[config.mk]
export PLATFORM = sky130hd
export DESIGN_NAME = phase_sequencer
export DESIGN_NICKNAME = d
export VERILOG_FILES = /design/src/rtl/nonogram_pkg.sv /design/src/rtl/activity_watchdog.sv /design/src/rtl/phase_sequencer.sv
export SDC_FILE = /design/constraint.sdc
export NUM_CORES = 1
export LEC_CHECK = 0
export CORE_MARGIN = 2
export CORE_UTILIZATION = 30
export CTS_CLUSTER_SIZE = 8
export DETAILED_ROUTE_END_ITERATION = 10
export PLACE_DENSITY = 0.56
export SLEW_MARGIN = 10
export SYNTH_ARGS = -nofsm -noshare
export SYNTH_HDL_FRONTEND = slang
export SYNTH_SLANG_ARGS = --single-unit
[constraint.sdc]
create_clock -name clk_50mhz -period 4.05 [get_ports clk_50mhz]
set_input_delay 1.0125 -clock clk_50mhz [delete_from_list [all_inputs] [get_ports clk_50mhz]]
set_output_delay 1.0125 -clock clk_50mhz [all_outputs]
set_load 0.005 [all_outputs]
[src/rtl/nonogram_pkg.sv]
// ============================================================================
//  Module      : nonogram_pkg
//  Description : Shared phase and error encodings for the nonogram engine.
//  Revision    : 1.0
// ============================================================================
`default_nettype none

package nonogram_pkg;

  localparam int LINE_WIDTH = 16;

  typedef enum logic [2:0] {
    PH_RECEIVE     = 3'd0,
    PH_START_SOLVE = 3'd1,
    PH_SOLVE       = 3'd2,
    PH_TRANSMIT    = 3'd3,
    PH_DRAIN       = 3'd4
  } phase_t;

  typedef enum logic [1:0] {
    ERR_NONE     = 2'd0,
    ERR_OVERFLOW = 2'd1,
    ERR_TIMEOUT  = 2'd2
  } err_t;

endpackage

`default_nettype wire

[src/rtl/activity_watchdog.sv]
// ============================================================================
//  Module      : activity_watchdog
//  Description : Saturating idle counter; flags expiry after TIMEOUT quiet cycles.
//  Revision    : 1.0
// ============================================================================
`default_nettype none

module activity_watchdog #(
  parameter int TIMEOUT = 50_000_000
) (
  input  logic clk_50mhz,
  input  logic rst,
  input  logic clear,
  input  logic activity,
  output logic expired
);

  localparam int                 c_CNT_W = $clog2(TIMEOUT + 1);
  localparam logic [c_CNT_W-1:0] c_LAST  = c_CNT_W'(TIMEOUT - 1);
  localparam logic [c_CNT_W-1:0] c_SAT   = c_CNT_W'(TIMEOUT);

  logic [c_CNT_W-1:0] r_count;

  always_ff @(posedge clk_50mhz) begin
    if (rst || clear || activity) begin
      r_count <= '0;
    end else if (r_count != c_SAT) begin
      r_count <= r_count + c_CNT_W'(1);
    end
  end

  // An access on the final cycle rescues the solver.
  assign expired = (r_count == c_LAST) && !activity;

endmodule

`default_nettype wire

[src/rtl/phase_sequencer.sv]
// ============================================================================
//  Module      : phase_sequencer
//  Description : Receive/solve/transmit/drain sequencer with FIFO arbitration.
//  Revision    : 1.0
// ============================================================================
`default_nettype none

module phase_sequencer
  import nonogram_pkg::*;
#(
  parameter int DATA_WIDTH    = LINE_WIDTH,
  parameter int SOLVE_TIMEOUT = 50_000_000
) (
  input  logic                  clk_50mhz,
  input  logic                  rst,
  input  logic                  parse_wr,
  input  logic [DATA_WIDTH-1:0] parse_line,
  input  logic                  parse_done,
  input  logic                  solve_wr,
  input  logic [DATA_WIDTH-1:0] solve_line,
  input  logic                  solve_rd,
  input  logic                  solve_done,
  input  logic                  assemble_done,
  input  logic                  fifo_full,
  input  logic                  fifo_empty,
  output logic                  fifo_wr,
  output logic [DATA_WIDTH-1:0] fifo_din,
  output logic                  fifo_rd,
  output logic                  solve_start,
  output logic                  assemble_start,
  output logic [2:0]            phase,
  output logic                  error,
  output logic [1:0]            err_code
);

  phase_t r_state;
  phase_t w_next;
  logic   r_error;
  err_t   r_err_code;
  logic   r_solve_start;
  logic   r_assemble_start;

  logic   w_fault;
  err_t   w_fault_code;
  logic   w_expired;
  logic   w_wd_clear;
  logic   w_solve_access;

  // Derived straight from inputs so the watchdog has no path back through the mux.
  assign w_wd_clear     = (r_state == PH_START_SOLVE);
  assign w_solve_access = (r_state == PH_SOLVE) &&
                          ((solve_wr && !fifo_full) || (solve_rd && !fifo_empty));

  activity_watchdog #(
    .TIMEOUT (SOLVE_TIMEOUT)
  ) u_watchdog (
    .clk_50mhz (clk_50mhz),
    .rst       (rst),
    .clear     (w_wd_clear),
    .activity  (w_solve_access),
    .expired   (w_expired)
  );

  always_comb begin
    w_next       = r_state;
    fifo_wr      = 1'b0;
    fifo_rd      = 1'b0;
    fifo_din     = '0;
    w_fault      = 1'b0;
    w_fault_code = ERR_NONE;

    case (r_state)
      PH_RECEIVE: begin
        fifo_wr  = parse_wr && !fifo_full;
        fifo_din = parse_line;
        if (parse_wr && fifo_full) begin
          w_fault      = 1'b1;
          w_fault_code = ERR_OVERFLOW;
          w_next       = PH_DRAIN;
        end else if (parse_done) begin
          w_next = PH_START_SOLVE;
        end
      end
      PH_START_SOLVE: begin
        w_next = PH_SOLVE;
      end
      PH_SOLVE: begin
        fifo_wr  = solve_wr && !fifo_full;
        fifo_din = solve_line;
        fifo_rd  = solve_rd && !fifo_empty;
        // Overflow beats completion, completion beats timeout.
        if (solve_wr && fifo_full) begin
          w_fault      = 1'b1;
          w_fault_code = ERR_OVERFLOW;
          w_next       = PH_DRAIN;
        end else if (solve_done) begin
          w_next = PH_TRANSMIT;
        end else if (w_expired) begin
          w_fault      = 1'b1;
          w_fault_code = ERR_TIMEOUT;
          w_next       = PH_DRAIN;
        end
      end
      PH_TRANSMIT: begin
        if (assemble_done) begin
          w_next = PH_DRAIN;
        end
      end
      PH_DRAIN: begin
        fifo_rd = !fifo_empty;
        if (fifo_empty) begin
          w_next = PH_RECEIVE;
        end
      end
      default: begin
        w_next = PH_RECEIVE;
      end
    endcase

    if (rst) begin
      fifo_wr  = 1'b0;
      fifo_rd  = 1'b0;
      fifo_din = '0;
    end
  end

  always_ff @(posedge clk_50mhz) begin
    if (rst) begin
      r_state          <= PH_RECEIVE;
      r_error          <= 1'b0;
      r_err_code       <= ERR_NONE;
      r_solve_start    <= 1'b0;
      r_assemble_start <= 1'b0;
    end else begin
      r_state          <= w_next;
      r_solve_start    <= (r_state == PH_RECEIVE) && (w_next == PH_START_SOLVE);
      r_assemble_start <= (r_state == PH_SOLVE) && (w_next == PH_TRANSMIT);
      // Only the first fault is recorded.
      if (w_fault && !r_error) begin
        r_error    <= 1'b1;
        r_err_code <= w_fault_code;
      end
    end
  end

  assign phase          = r_state;
  assign error          = r_error;
  assign err_code       = r_err_code;
  assign solve_start    = r_solve_start;
  assign assemble_start = r_assemble_start;

endmodule

`default_nettype wire

* Yosys cells after proc, flatten, opt, wreduce, memory -nomap -nowiden
Cells that the tools add are included.
** Operators by class
- Reductions and logical operators :: 18
- Equal/unequal tests :: 8
- Add/sub/neg operators :: 1
- Multiplexer cells :: 24
** Operators with widths (number)
- $pmux W16 S2 :: 1
- $add A26 B1 Y26 const B :: 1
- $eq A26 B26 Y1 const B :: 1
- $ne A26 B26 Y1 const B :: 1
- $mux W3 :: 7
- $mux W16 :: 1
- $pmux W3 S5 :: 1
- $logic_and A1 B1 Y1 :: 10
- $eq A3 B2 Y1 const B :: 3
- $mux W1 :: 7
- $eq A3 B1 Y1 const B :: 2
- $mux W2 :: 3
- $pmux W1 S2 :: 3
- $logic_not A1 Y1 :: 4
- $pmux W2 S2 :: 1
- $eq A3 B3 Y1 const B :: 1
- $logic_not A3 Y1 :: 1
- $logic_or A1 B1 Y1 :: 3
** Word-level totals
- Input bits :: 42
- Output and inout port bits :: 26
- Register bits :: 34

* Longest topological paths before layout
- Depth in word-level cells :: 12
- Depth in mapped cells :: 7

* Modules after synthesis
Synthesis repeated with hierarchy kept, for this count alone.
** Second synthesis, totals
- Cells, all modules :: 257
- Area total of the unflattened synthesis :: 2104.5 µm²
** By module, submodules not included
- activity_watchdog :: seq. area each 520.5 µm², instances 1, cells each 159, area an instance 1367.6 µm²
- phase_sequencer :: seq. area each 160.2 µm², instances 1, cells each 98, area an instance 737.0 µm²

* Worst setup path before layout
OpenSTA, ideal clock, no wires.
- Path kind :: input to output
- Start :: in rst
- End :: out fifo_din[10]
- Stages on the path :: 5
- Arrival :: 2.027 ns
- Setup slack :: 1.011 ns
- Buffers on the path :: 3
- Data required time :: 3.038 ns
- Cell sequence :: clkbuf_1 or3_1 clkbuf_1 clkbuf_1 nor2_1
** On the way
- Cells in the longest elaborated chain, start to end :: 1
** RTL lines
- from (decl) :: RTL line phase_sequencer.sv:15 : input logic rst,
- $mux W16 :: RTL line phase_sequencer.sv:120 : if (rst) begin
- to (decl) :: RTL line phase_sequencer.sv:27 : output logic [DATA_WIDTH-1:0] fifo_din,
Every way passes these cells.

* Worst setup path in the final report
- Start :: in rst
- End :: out fifo_din[15]
The elaborated chain is that of the path after synthesis.

==> impl_results.md <==
* Max-cap violations at 0
* Number of synthesized flops with an enable pin at 0
* Crit start category: primary input
* CTS Buf Count at 5
* Comb power frac at 0.208
* Reg clk slew, reported paths at 0.07 ns
* Hold Crit Class: reg2reg
* Final WL at 4560 um
* First-pass DRT Iterations at 4
* Max FO, Critical Path at 17
* H-tree depth at 2
* Crit path capture: fifo_din[15]
* Die Height at 83.2 um
* Synth Warn # at 0
* HPWL after DPL at between 3000 and 4000 um
* Main synth FF type: dfxtp_1
* WP data required at around 3.0 ns
* P per Cell Area at between 200 and 300 nW/um^2
* Total core area at between 5000 and 6000 sq um
* F_max at between 200 and 300 MHz
* Tmin final at roughly 3.6 ns
* Post CTS Setup Buffer Count at 0
* Area delta synth->final at 45.2%
* Syn Area/Cell at between 8 and 9 sq um
* Synth cell types at 36
* Total die area at 6920 sq um
* Clk_skew at approximately 0.0057 ns
* WP data arrival at approximately 2.6 ns
* Internal power at between 500 and 600 uW
* Overall routing resource usage at 0.135
* Final Wtd Congestion at slightly below 0.8
* Layout cell share with drive strength beyond 1 at 0.0497
* # IOs at a little under 70
* Clock power frac at 0.332
* CTS root buf: clkbuf_8
* Seq/Total Area, Yosys at 0.362
* R2R Setup Slk at between 1.5 and 2 ns
* Diode count at 0
* Post-CTS sizing at 0
* Status: complete, no violations
* Largest net degree at the start of global routing at 27
* I/O Buffers at 67
* Placed insts at ~370
* FFs w/ async S/R, synth at 0
* Synthesized instance count at about 230
* Final Max Tran Viols at 0
* Post-Syn Area at around 1900 sq um
* Clock Sinks at 34
* Finished Layout Cells at 377
* Vias at about 1800
* FF+latch count, synth at 34
* Psw at 189 uW
* Clk_lat worst skew at 0.28 ns
* CTS tree: built
* Sequential share of power at 0.460
* ANT nets after route at 0
* First-pass GRT wire length at about 8000 um
* CP startpoint: rst
* Initial antenna violation count at 0
* Row count at 28
* Slew HR at 0.424
* Leak pwr at around 0.93 nW
* Final hold vios at 0
* R2r worst-path depth at 5
* Crit. End Element: output pin
* Kind of critical path: in2out
* Worst-Margin Slew at between 0.8 and 0.9 ns
* Final TNS setup at 0 ns
* Final Instance Area at 2730 sq um
* Vias in the first global route at between 1500 and 2000
* Sw frac at 0.247
* Syn Nets at 276
* CTS Hold Bufs at 0
* Final setup fails at 0
* Max IR drop VDD at between 0.1 and 0.15 mV
* NumNets Final at ~350
* Initial Utilization at 0.314
* Hold slack at about 0.46 ns
* Die W at between 80 and 90 um
* RSZ-0062 raised after global routing: no
* Final cycle utilization of the critical path at 0.897
* Vias per cell at between 4 and 5
* DRT iter0 DRCs at 42
* Worst reg2reg endpoint: u_watchdog.r_count[25]$_SDFFE_PP0P_
* Cell Area, Placed at 2640 sq um
* Util after Layout at 0.456
* Clock Path Buffers at 2
* Remaining Overflow, GRT at 0
* DR DRC count at 0
* Crit Reg-Reg Startpoint: phase[1]$_SDFF_PP0_
* Routed wire per std cell at between 10 and 15 um
[flip-flops by register name, summed over array words and instances, names as in the netlist]
name / flops
err_code: 2
assemble_start: 1
phase: 3
error: 1
u_watchdog.r_count: 26
solve_start: 1
[layout make-up]
cell class	instances	area, sq um
multi-input cells	183	1140
clock inverters	1	5.00
flip-flops and latches	34	681
repair buffers	71	701
fillers	615	3260
well taps	75	93.8
clock buffers	7	86.3
inverters	6	22.5
[cells in the mapped netlist (2+ instances only)]
library cell | instances | area [sq um]
nor2_1 | 41 | 154
dfxtp_1 | 34 | 681
mux2i_1 | 18 | 180
nand2_1 | 14 | 52.6
xnor2_1 | 14 | 123
a21oi_1 | 10 | 50.1
nand3_1 | 10 | 50.1
nor3_1 | 8 | 40.0
or3_1 | 7 | 43.8
clkbuf_1 | 6 | 22.5
inv_1 | 6 | 22.5
nor2b_1 | 6 | 37.5
nor4_1 | 6 | 37.5
o21ai_0 | 6 | 30.0
xor2_1 | 6 | 52.6
and2_1 | 5 | 31.3
and3_1 | 5 | 31.3
nand4_1 | 5 | 31.3
a31oi_1 | 2 | 12.5
and4_1 | 2 | 17.5
buf_2 | 2 | 10.0
ha_1 | 2 | 25.0
nand3b_1 | 2 | 15.0
nor3b_1 | 2 | 15.0
nor4b_1 | 2 | 17.5
[layer usage]
metal,vias to the layer above,wire length (um),GRT usage
li1,945,-,-
met1,829,2170,0.174
met2,39,2210,0.227
met3,4,156,0.0278
met4,0,27,0.0402
met5,-,0,0
[per-stage QoR]
stage,setup WS [ns],power [mW]
after detailed placement,0.422,0.521
final,0.419,0.767
after global placement,0.440,0.520
after floorplan,1.01,0.426
after global routing,0.332,0.811
after CTS,0.416,0.779
[logic make-up (layout without fill, tap and decap cells)]
kind of cell    after synthesis  in the layout  share of synthesized area
simple gates                121            121                      0.336
fa+ha+maj                     2              2                     0.0133
compound gates               22             22                     0.0685
flops                        34             34                      0.362
buf+inv                      15             85                     0.0313
xor+xnor                     20             20                     0.0931
mux                          18             18                     0.0958
[worst min-delay path by stage]
stage,start,endpoint,slack (ns),cells past startpoint
2_1_floorplan,err_code[1]$_SDFFE_PP0P_,err_code[1]$_SDFFE_PP0P_,0.46,2
6_report,err_code[1]$_SDFFE_PP0P_,err_code[1]$_SDFFE_PP0P_,0.46,2
4_1_cts,err_code[1]$_SDFFE_PP0P_,err_code[1]$_SDFFE_PP0P_,0.47,2
3_3_place_gp,err_code[1]$_SDFFE_PP0P_,err_code[1]$_SDFFE_PP0P_,0.45,2
5_1_grt,err_code[1]$_SDFFE_PP0P_,err_code[1]$_SDFFE_PP0P_,0.50,2
3_5_place_dp,err_code[1]$_SDFFE_PP0P_,err_code[1]$_SDFFE_PP0P_,0.46,2
[worst max-delay path, cell delays in order]
cell and delay, ns:
clkdlybuf4s50_1 0.42, or3_1 0.34, buf_4 0.21, nor2_1 0.13, clkdlybuf4s50_1 0.51
[power groups by stage]
stage	clock (mW)	combinational, mW	sequential [mW]
floorplan	0	0.0678	0.358
detailed placement	0	0.161	0.360
global route	0.282	0.175	0.354
CTS	0.264	0.162	0.353
finish	0.255	0.160	0.352
global placement	0	0.160	0.360
[placed cells by master, fill, tap and decap left out, types with 2 or more instances in the layout]
cell type | Yosys | routed
nor3_1 | 8 | 8
a21oi_1 | 10 | 10
mux2i_1 | 18 | 18
and3_1 | 5 | 5
a31oi_1 | 2 | 2
nand4_1 | 5 | 5
xor2_1 | 6 | 6
and2_1 | 5 | 5
xnor2_1 | 14 | 14
or3_1 | 7 | 7
buf_4 | 0 | 4
nor4b_1 | 2 | 2
nand3_1 | 10 | 10
and4_1 | 2 | 2
nand2_1 | 14 | 14
o21ai_0 | 6 | 6
nor2_1 | 41 | 41
clkdlybuf4s50_1 | 0 | 67
ha_1 | 2 | 2
nor2b_1 | 6 | 6
nand3b_1 | 2 | 2
dfxtp_1 | 34 | 34
clkbuf_8 | 0 | 6
inv_1 | 6 | 6
nor3b_1 | 2 | 2
nor4_1 | 6 | 6
Note: power is estimated with default switching activity, not from simulation.
